==> src/rtl/clock_pio_pkg.sv <==
// Shared definitions for the clock's Avalon-MM PIO blocks: register map and edge-type encodings.
package clock_pio_pkg;

  localparam logic [1:0] PIO_DATA    = 2'd0;
  localparam logic [1:0] PIO_RSVD    = 2'd1;
  localparam logic [1:0] PIO_IRQMASK = 2'd2;
  localparam logic [1:0] PIO_EDGECAP = 2'd3;

  localparam int EDGE_RISE = 0;
  localparam int EDGE_FALL = 1;
  localparam int EDGE_ANY  = 2;

  // Unknown encodings fall back to rising-edge detection.
  function automatic logic edge_sel(input int edge_type, input logic cur, input logic prev);
    case (edge_type)
      EDGE_FALL: edge_sel = ~cur & prev;
      EDGE_ANY:  edge_sel = cur ^ prev;
      default:   edge_sel = cur & ~prev;
    endcase
  endfunction

endpackage

==> src/rtl/clock_button_debounce.sv <==
// One button bit: 2-flop synchronizer, stability counter, debounced level and edge pulse.
// db changes DEBOUNCE_CYCLES cycles after s2 settles; edge_pulse is high for the cycle after db changes.
module clock_button_debounce
  import clock_pio_pkg::*;
#(
  parameter int   DEBOUNCE_CYCLES = 500000,
  parameter int   EDGE_TYPE       = EDGE_FALL,
  parameter logic IDLE_LEVEL      = 1'b1
) (
  input  logic clk,
  input  logic reset_n,
  input  logic pin,
  output logic db,
  output logic edge_pulse
);

  localparam int            CW       = $clog2(DEBOUNCE_CYCLES) + 1;
  localparam logic [CW-1:0] CNT_LAST = CW'(DEBOUNCE_CYCLES - 1);

  logic          s1;
  logic          s2;
  logic          db_d;
  logic [CW-1:0] cnt;

  always_ff @(posedge clk or negedge reset_n) begin
    if (!reset_n) begin
      s1   <= IDLE_LEVEL;
      s2   <= IDLE_LEVEL;
      db   <= IDLE_LEVEL;
      db_d <= IDLE_LEVEL;
      cnt  <= '0;
    end else begin
      s1   <= pin;
      s2   <= s1;
      db_d <= db;
      // Any return to the debounced level restarts the stability count.
      if (s2 == db) begin
        cnt <= '0;
      end else if (cnt == CNT_LAST) begin
        db  <= s2;
        cnt <= '0;
      end else begin
        cnt <= cnt + CW'(1);
      end
    end
  end

  assign edge_pulse = edge_sel(EDGE_TYPE, db, db_d);

endmodule

==> src/rtl/clock_button_pio.sv <==
// Avalon-MM button PIO: debounced data, irq mask and write-1-to-clear edge capture; zero-wait-state reads.
// Captured edges are ORed into irq through the mask; a set in the same cycle as a clear wins.
module clock_button_pio
  import clock_pio_pkg::*;
#(
  parameter int   WIDTH           = 4,
  parameter int   DEBOUNCE_CYCLES = 500000,
  parameter int   EDGE_TYPE       = EDGE_FALL,
  parameter logic IDLE_LEVEL      = 1'b1
) (
  input  logic             clk,
  input  logic             reset_n,
  input  logic [1:0]       address,
  input  logic             chipselect,
  input  logic             write_n,
  input  logic [31:0]      writedata,
  input  logic [WIDTH-1:0] in_port,
  output logic [31:0]      readdata,
  output logic             irq
);

  logic [WIDTH-1:0] db;
  logic [WIDTH-1:0] edge_hit;
  logic [WIDTH-1:0] irqmask;
  logic [WIDTH-1:0] edgecap;
  logic [WIDTH-1:0] clr_mask;
  logic             wr_en;
  logic             unused_wr_bits;

  for (genvar i = 0; i < WIDTH; i++) begin : g_bit
    clock_button_debounce #(
      .DEBOUNCE_CYCLES(DEBOUNCE_CYCLES),
      .EDGE_TYPE      (EDGE_TYPE),
      .IDLE_LEVEL     (IDLE_LEVEL)
    ) u_debounce (
      .clk       (clk),
      .reset_n   (reset_n),
      .pin       (in_port[i]),
      .db        (db[i]),
      .edge_pulse(edge_hit[i])
    );
  end

  assign wr_en    = chipselect && !write_n;
  assign clr_mask = (wr_en && address == PIO_EDGECAP) ? writedata[WIDTH-1:0] : '0;

  // Write data above WIDTH has no register behind it.
  assign unused_wr_bits = ^{1'b0, writedata};

  always_ff @(posedge clk or negedge reset_n) begin
    if (!reset_n) begin
      irqmask <= '0;
      edgecap <= '0;
    end else begin
      if (wr_en && address == PIO_IRQMASK) begin
        irqmask <= writedata[WIDTH-1:0];
      end
      edgecap <= (edgecap & ~clr_mask) | edge_hit;
    end
  end

  always_comb begin
    readdata = '0;
    case (address)
      PIO_DATA:    readdata[WIDTH-1:0] = db;
      PIO_IRQMASK: readdata[WIDTH-1:0] = irqmask;
      PIO_EDGECAP: readdata[WIDTH-1:0] = edgecap;
      default:     readdata = '0;
    endcase
  end

  assign irq = |(edgecap & irqmask);

endmodule

==> config.mk <==
export PLATFORM = sky130hd
export DESIGN_NAME = clock_button_pio
export DESIGN_NICKNAME = d
export VERILOG_FILES = /design/src/rtl/clock_pio_pkg.sv /design/src/rtl/clock_button_debounce.sv /design/src/rtl/clock_button_pio.sv
export SDC_FILE = /design/constraint.sdc
export NUM_CORES = 1
export LEC_CHECK = 0
export BUFFER_PORTS_ARGS = -buffer_cell sky130_fd_sc_hd__buf_2
export CORE_UTILIZATION = 50
export DETAILED_ROUTE_END_ITERATION = 7
export GPL_ROUTABILITY_DRIVEN = 0
export PLACE_DENSITY = 0.83
export SLEW_MARGIN = 0
export SYNTH_ARGS = -nofsm -noshare
export SYNTH_HDL_FRONTEND = slang
export SYNTH_SLANG_ARGS = --single-unit
export TNS_END_PERCENT = 5
==> constraint.sdc <==
create_clock -name clk -period 2.4 [get_ports clk]
set_clock_uncertainty 0.1 [all_clocks]
set_input_delay 0.48 -clock clk [delete_from_list [all_inputs] [get_ports clk]]
set_output_delay 0.48 -clock clk [all_outputs]
set_load 0.01 [all_outputs]
* Word-level counts from Yosys, hierarchy flattened *
Cells that the tools add are included.

word-level totals
  memories = 0
  output and inout port bits = 33
  input bits = 42
  memory bits (writable) = 0
  word-level logic and storage cells = 72
  bits in latches = 0
  ROM bits = 0
  register bits = 104

cells by class
  bitwise logic cells = 16
  multipliers = 0
  mux-type cells = 10
  shift-type cells = 0
  divide/modulo/power cells = 0
  equal/unequal tests = 10
  reductions and logical operators = 10
  add/sub/neg operators = 4
  magnitude comparators = 0

operator list
  kind                                                                number
  20-bit two-way mux                                                  8
  20-bit by 1-bit adder with 20-bit output (second input constant)    4
  20-bit by 19-bit == test with 1-bit output (second input constant)  4
  4-bit case mux with 3 select lines                                  1
  4-bit AND                                                           2
  1-bit NOT                                                           8
  2-bit AND reduction                                                 4
  1-bit AND                                                           4
  1-bit == test                                                       4
  2-bit == test (second input constant)                               2
  4-bit two-way mux                                                   1
  4-bit NOT                                                           1
  4-bit bitwise OR                                                    1
  4-bit OR reduction                                                  1
  1-bit logical AND                                                   3
  2-bit zero test                                                     1
  1-bit zero test                                                     1

* Longest topological paths before layout *
  depth in word-level cells = 7
  mapped depth = 7
  depth with buffers taken out = 5

* Modules after synthesis *
From an unflattened synthesis, not the netlist that was laid out.

unflattened totals
  cell total of the unflattened synthesis = 520
  area, all modules = 5386.4 sq um

modules (own cells, without submodules)
  module                 seq. area each (sq um)  cells an instance  area an instance (sq um)  instances
  clock_button_debounce  605.6                   112                1177.4                    4
  clock_button_pio       200.2                   72                 676.9                     1

* Worst setup path after synthesis *
OpenSTA, ideal clock, no wires.

  kind = reg2reg
  start point = register g_bit[3].u_debounce.cnt[0]
  end point = register g_bit[3].u_debounce.cnt[16]
  buffers on the path = 1
  stages on the path, launching flop included = 7
  slack = 0.385 ns
  required time = 2.222 ns
  arrival = 1.837 ns
  setup time = 0.078 ns
  clock period less this slack = 2.015 ns
  cells stage by stage = dfrtp_1 > ha_1 > nand4_2 > or3_1 > clkbuf_2 > or4_1 > a21oi_1

on the way
  longest elaborated chain between the ends = 3
  elaborated cells between the ends (all ways) = 4
  those cells by class = add/sub (1); eq/ne (1); mux (2)

RTL lines
  element                                                                                                        RTL line                                                  RTL
  from (decl)                                                                                                    clock_button_debounce.sv:23                               logic [CW-1:0] cnt;
  from (signal assigned)                                                                                         clock_button_debounce.sv:43                               cnt <= cnt + CW'(1);
  20-bit by 1-bit adder with 20-bit output / 20-bit by 19-bit == test with 1-bit output (equally long branches)  clock_button_debounce.sv:43, clock_button_debounce.sv:39
  20-bit two-way mux *                                                                                           clock_button_debounce.sv:39                               end else if (cnt == CNT_LAST) begin
  20-bit two-way mux *                                                                                           clock_button_debounce.sv:37                               if (s2 == db) begin

Every way passes the cells marked *; elsewhere a longest branch is shown, timed or not.
A chain may end at the register's enable or synchronous reset.

* Worst setup path in the final report *
  start point = register g_bit[3].u_debounce.cnt[5]
  end point = register g_bit[3].u_debounce.cnt[17]

The elaborated chain is that of the path after synthesis.

==> load_flow_metrics.sql <==
INSERT INTO impl_metrics (metric_group, metric, value, unit) VALUES
('finish', 'final_layout_size_suffix_gt1_share', '15.5', '%'),
('sta', 'fin_hold_ws', '0.0991', 'ns'),
('clocking', 'cts_buffers', '9', ''),
('clocking', 'clk_pin_slew_worst_paths', '0.10', 'ns'),
('logic_synthesis', 'ys_types', '42', ''),
('logic_synthesis', 'yosysTopAreaCell', 'dfrtp_1', ''),
('critical_path', 'worst_ep_required_time', '2.59', 'ns'),
('drt', 'routed_wirelength', '9650', 'um'),
('logic_synthesis', 'yosys-top-cells-count', '88 x dfrtp_1, 71 x nor2_1, 42 x xnor2_1, 31 x nand2_1', ''),
('logic_synthesis', 'synth.avg_cell_area', '10.0', 'um2'),
('sta', 'setup_repair_after_global_routing_missed_its_margin', 'false', ''),
('floorplan', 'die_height', '104', 'um'),
('floorplan', 'initial_core_util', '52.3', '%'),
('floorplan', 'core', '9910', 'um2'),
('global_route', 'grt_antenna_before_repair', '1', ''),
('pwr', 'report.power.total', '3.21', 'mW'),
('sta', 'slew-limit-headroom', '66.2', '%'),
('worst_hold_path', 'hold-path-endpoint', 'g_bit[1].u_debounce.s1', ''),
('finish', 'postLayoutCoreUtil', '56.8', '%'),
('sta', 'slew_violations', '0', ''),
('worst_hold_path', 'hold_path.class', 'in -> reg', ''),
('floorplan', 'floorplan.die_area', '10800', 'um2'),
('critical_path', 'worst_r2r_endpoint', 'g_bit[3].u_debounce.cnt[17]', ''),
('logic_synthesis', 'synth_compound_area_share', '6.61', '%'),
('logic_synthesis', 'yosysSeqAreaShare', '50.6', '%'),
('placed_design', 'hpwlAfterDp', '6880', 'um'),
('clocking', 'cts_buffer_depth', '2', ''),
('sta', 'f_max', '475', 'MHz'),
('logic_synthesis', 'post_synth_inst_count', '518', ''),
('sta', 'timing_worst_slew_pin_value', '0.507', 'ns'),
('pwr', 'clock_power_share', '35.0', '%'),
('drt', 'wl_per_cell', '14.0', 'um'),
('drt', 'drt_first_iter_violations', '161', ''),
('pwr', 'share_seq_of_total_power', '57.7', '%'),
('flow_run', 'cap_viol_max_count', '0', ''),
('logic_synthesis', 'yosys_warnings', '0', ''),
('placed_design', 'io_buffers', '18', ''),
('critical_path', 'critPathMaxStageDelay', '0.70', 'ns'),
('critical_path', 'worst-endpoint-arrival', '2.30', 'ns'),
('floorplan', 'horizontal_extent_of_the_die', '104', 'um'),
('clocking', 'root_buffer', 'clkbuf_8', ''),
('clocking', 'tritoncts_clock_tree', 'built', ''),
('critical_path', 'cp-startpoint', 'g_bit[3].u_debounce.cnt[5]', ''),
('logic_synthesis', 'synth-seq-cells', '104', ''),
('global_route', 'global_route.overflow_total', '0', ''),
('logic_synthesis', 'netlist.area_leader.share', '42.5', '%'),
('logic_synthesis', 'post_synth_xor_area_fraction', '9.63', '%'),
('pwr', 'cellInternalPower', '2.44', 'mW'),
('clocking', 'post_cts.resized_instances', '0', ''),
('critical_path', 'critical_path_class', 'reg -> reg', ''),
('drt', 'final_antenna_net_count', '0', ''),
('critical_path', 'timing.reg2reg.worst_path_depth', '4', ''),
('sta', 'total_negative_setup_slacks', '0', 'ns'),
('status', 'status', 'finished, final reports clean', ''),
('clocking', 'h-tree-depth', '3', ''),
('global_route', 'grt.total_usage', '19.2', '%'),
('global_route', 'first_global_vias', '3781', ''),
('logic_synthesis', 'syn_area', '5190', 'um2'),
('critical_path', 'worst_setup_path_end_kind', 'flip-flop', ''),
('clocking', 'clock_insertion_delay_worst_skew', '0.37', 'ns'),
('placed_design', 'dp_cells', '670', ''),
('floorplan', 'top_level_ports', '75', ''),
('critical_path', 'path_cells', 'nand3_1 > or4_1 > or4_1 > a21oi_1', ''),
('logic_synthesis', 'async_reset_ff_share', '100', '%'),
('sta', 'finalCriticalPeriod', '2.11', 'ns'),
('finish', 'fin_cells', '687', ''),
('pwr', 'irDropWorstVdd', '0.311', 'mV'),
('pwr', 'p_switching', '771', 'uW'),
('pwr', 'netSwitchingFraction', '24.0', '%'),
('floorplan', 'rows', '36', ''),
('global_route', 'grt_start_max_net_pins', '39', '');
-- what timing repair did --
action                                 4_1_cts  5_1_grt
setup endpoints to repair                    0        0
endpoints found under the hold margin       27        0
hold buffers                                 1        0
-- power by group through the flow --
stage | registers [mW] | logic (mW) | clock network, mW
finish | 1.85 | 0.234 | 1.12
global route | 1.86 | 0.263 | 1.21
CTS | 1.85 | 0.238 | 1.15
detailed placement | 1.88 | 0.237 | 0
global placement | 1.88 | 0.229 | 0
floorplan | 1.87 | 0.170 | 0
-- worst max-delay path, delay by kind of cell, from the launching register on --
kind	cells	cell delay, ns
AO/OA/AOI/OAI	1	0.16
flip-flops	1	0.44
AND/OR/NAND/NOR	3	1.33
-- area by class of cell --
| class | instances | area (um2) | share of cell area [%] |
|---|---|---|---|
| Inverter | 24 | 90.1 | 1.60 |
| Clock inverter | 5 | 55.1 | 0.979 |
| Timing Repair Buffer | 32 | 225 | 4.00 |
| Clock buffer | 11 | 151 | 2.69 |
| Tap cell | 133 | 166 | 2.96 |
| Multi-Input combinational cell | 378 | 2310 | 41.1 |
| Sequential cell | 104 | 2620 | 46.6 |
-- state kept, by name, indices dropped and copies added (netlist names) --
| name | count |
|---|---|
| g_bit.u_debounce.s2 | 4 |
| g_bit.u_debounce.db | 4 |
| edgecap | 4 |
| g_bit.u_debounce.cnt | 80 |
| irqmask | 4 |
| g_bit.u_debounce.s1 | 4 |
| g_bit.u_debounce.db_d | 4 |
-- metrics by stage --
step / cell area [um2] / worst slack (ns)
final: 5620 / 0.295
after global placement: 5410 / 0.387
after global routing: 5620 / 0.159
after floorplan: 5290 / 0.385
after detailed placement: 5410 / 0.320
after CTS: 5620 / 0.287
-- worst max path at each step --
stage / to / slack, ns / cells after the start
2_1_floorplan: g_bit[3].u_debounce.cnt[16] / 0.38 / 6
5_1_grt: g_bit[3].u_debounce.cnt[19] / 0.16 / 4
6_report: g_bit[3].u_debounce.cnt[17] / 0.29 / 4
3_3_place_gp: g_bit[3].u_debounce.cnt[17] / 0.39 / 4
4_1_cts: g_bit[3].u_debounce.cnt[17] / 0.29 / 4
3_5_place_dp: g_bit[3].u_debounce.cnt[17] / 0.32 / 4
-- placed cells by master (no fill, tap or decap), drive strengths merged, types with 3 or more instances in the layout --
master and count:
nand3 29, buf 31, ha 4, or4 13
o41ai 3, xnor2 42, conb 28, and4 3
or2 3, o31ai 12, dfstp 16, inv 24
or3 11, nor3 13, mux2 12, a21oi 19
xor2 15, nand2 31, a22o 4, clkbuf 11
dfrtp 88, nand4 22, nor4 15, nor2 71
nor4b 5, o21ai 11
-- logic make-up after synthesis --
| group | Yosys count |
|---|---|
| and+or+nand+nor | 225 |
| DFF | 104 |
| buffers and inverters | 63 |
| xor gates and xnor gates | 57 |
| AOI/OAI and AO/OA | 52 |
| muxes | 12 |
| adders and majority gates | 4 |
| other | 1 |
-- per-layer routing --
metal / wire length, um / global-route usage [%] / vias up
met5: 18 / 0 / -
met1: 4320 / 24.6 / 1848
met4: 119 / 7.24 / 2
li1: - / - / 1822
met3: 428 / 4.28 / 13
met2: 4770 / 32.0 / 85
(Power assumes the default switching activity.)
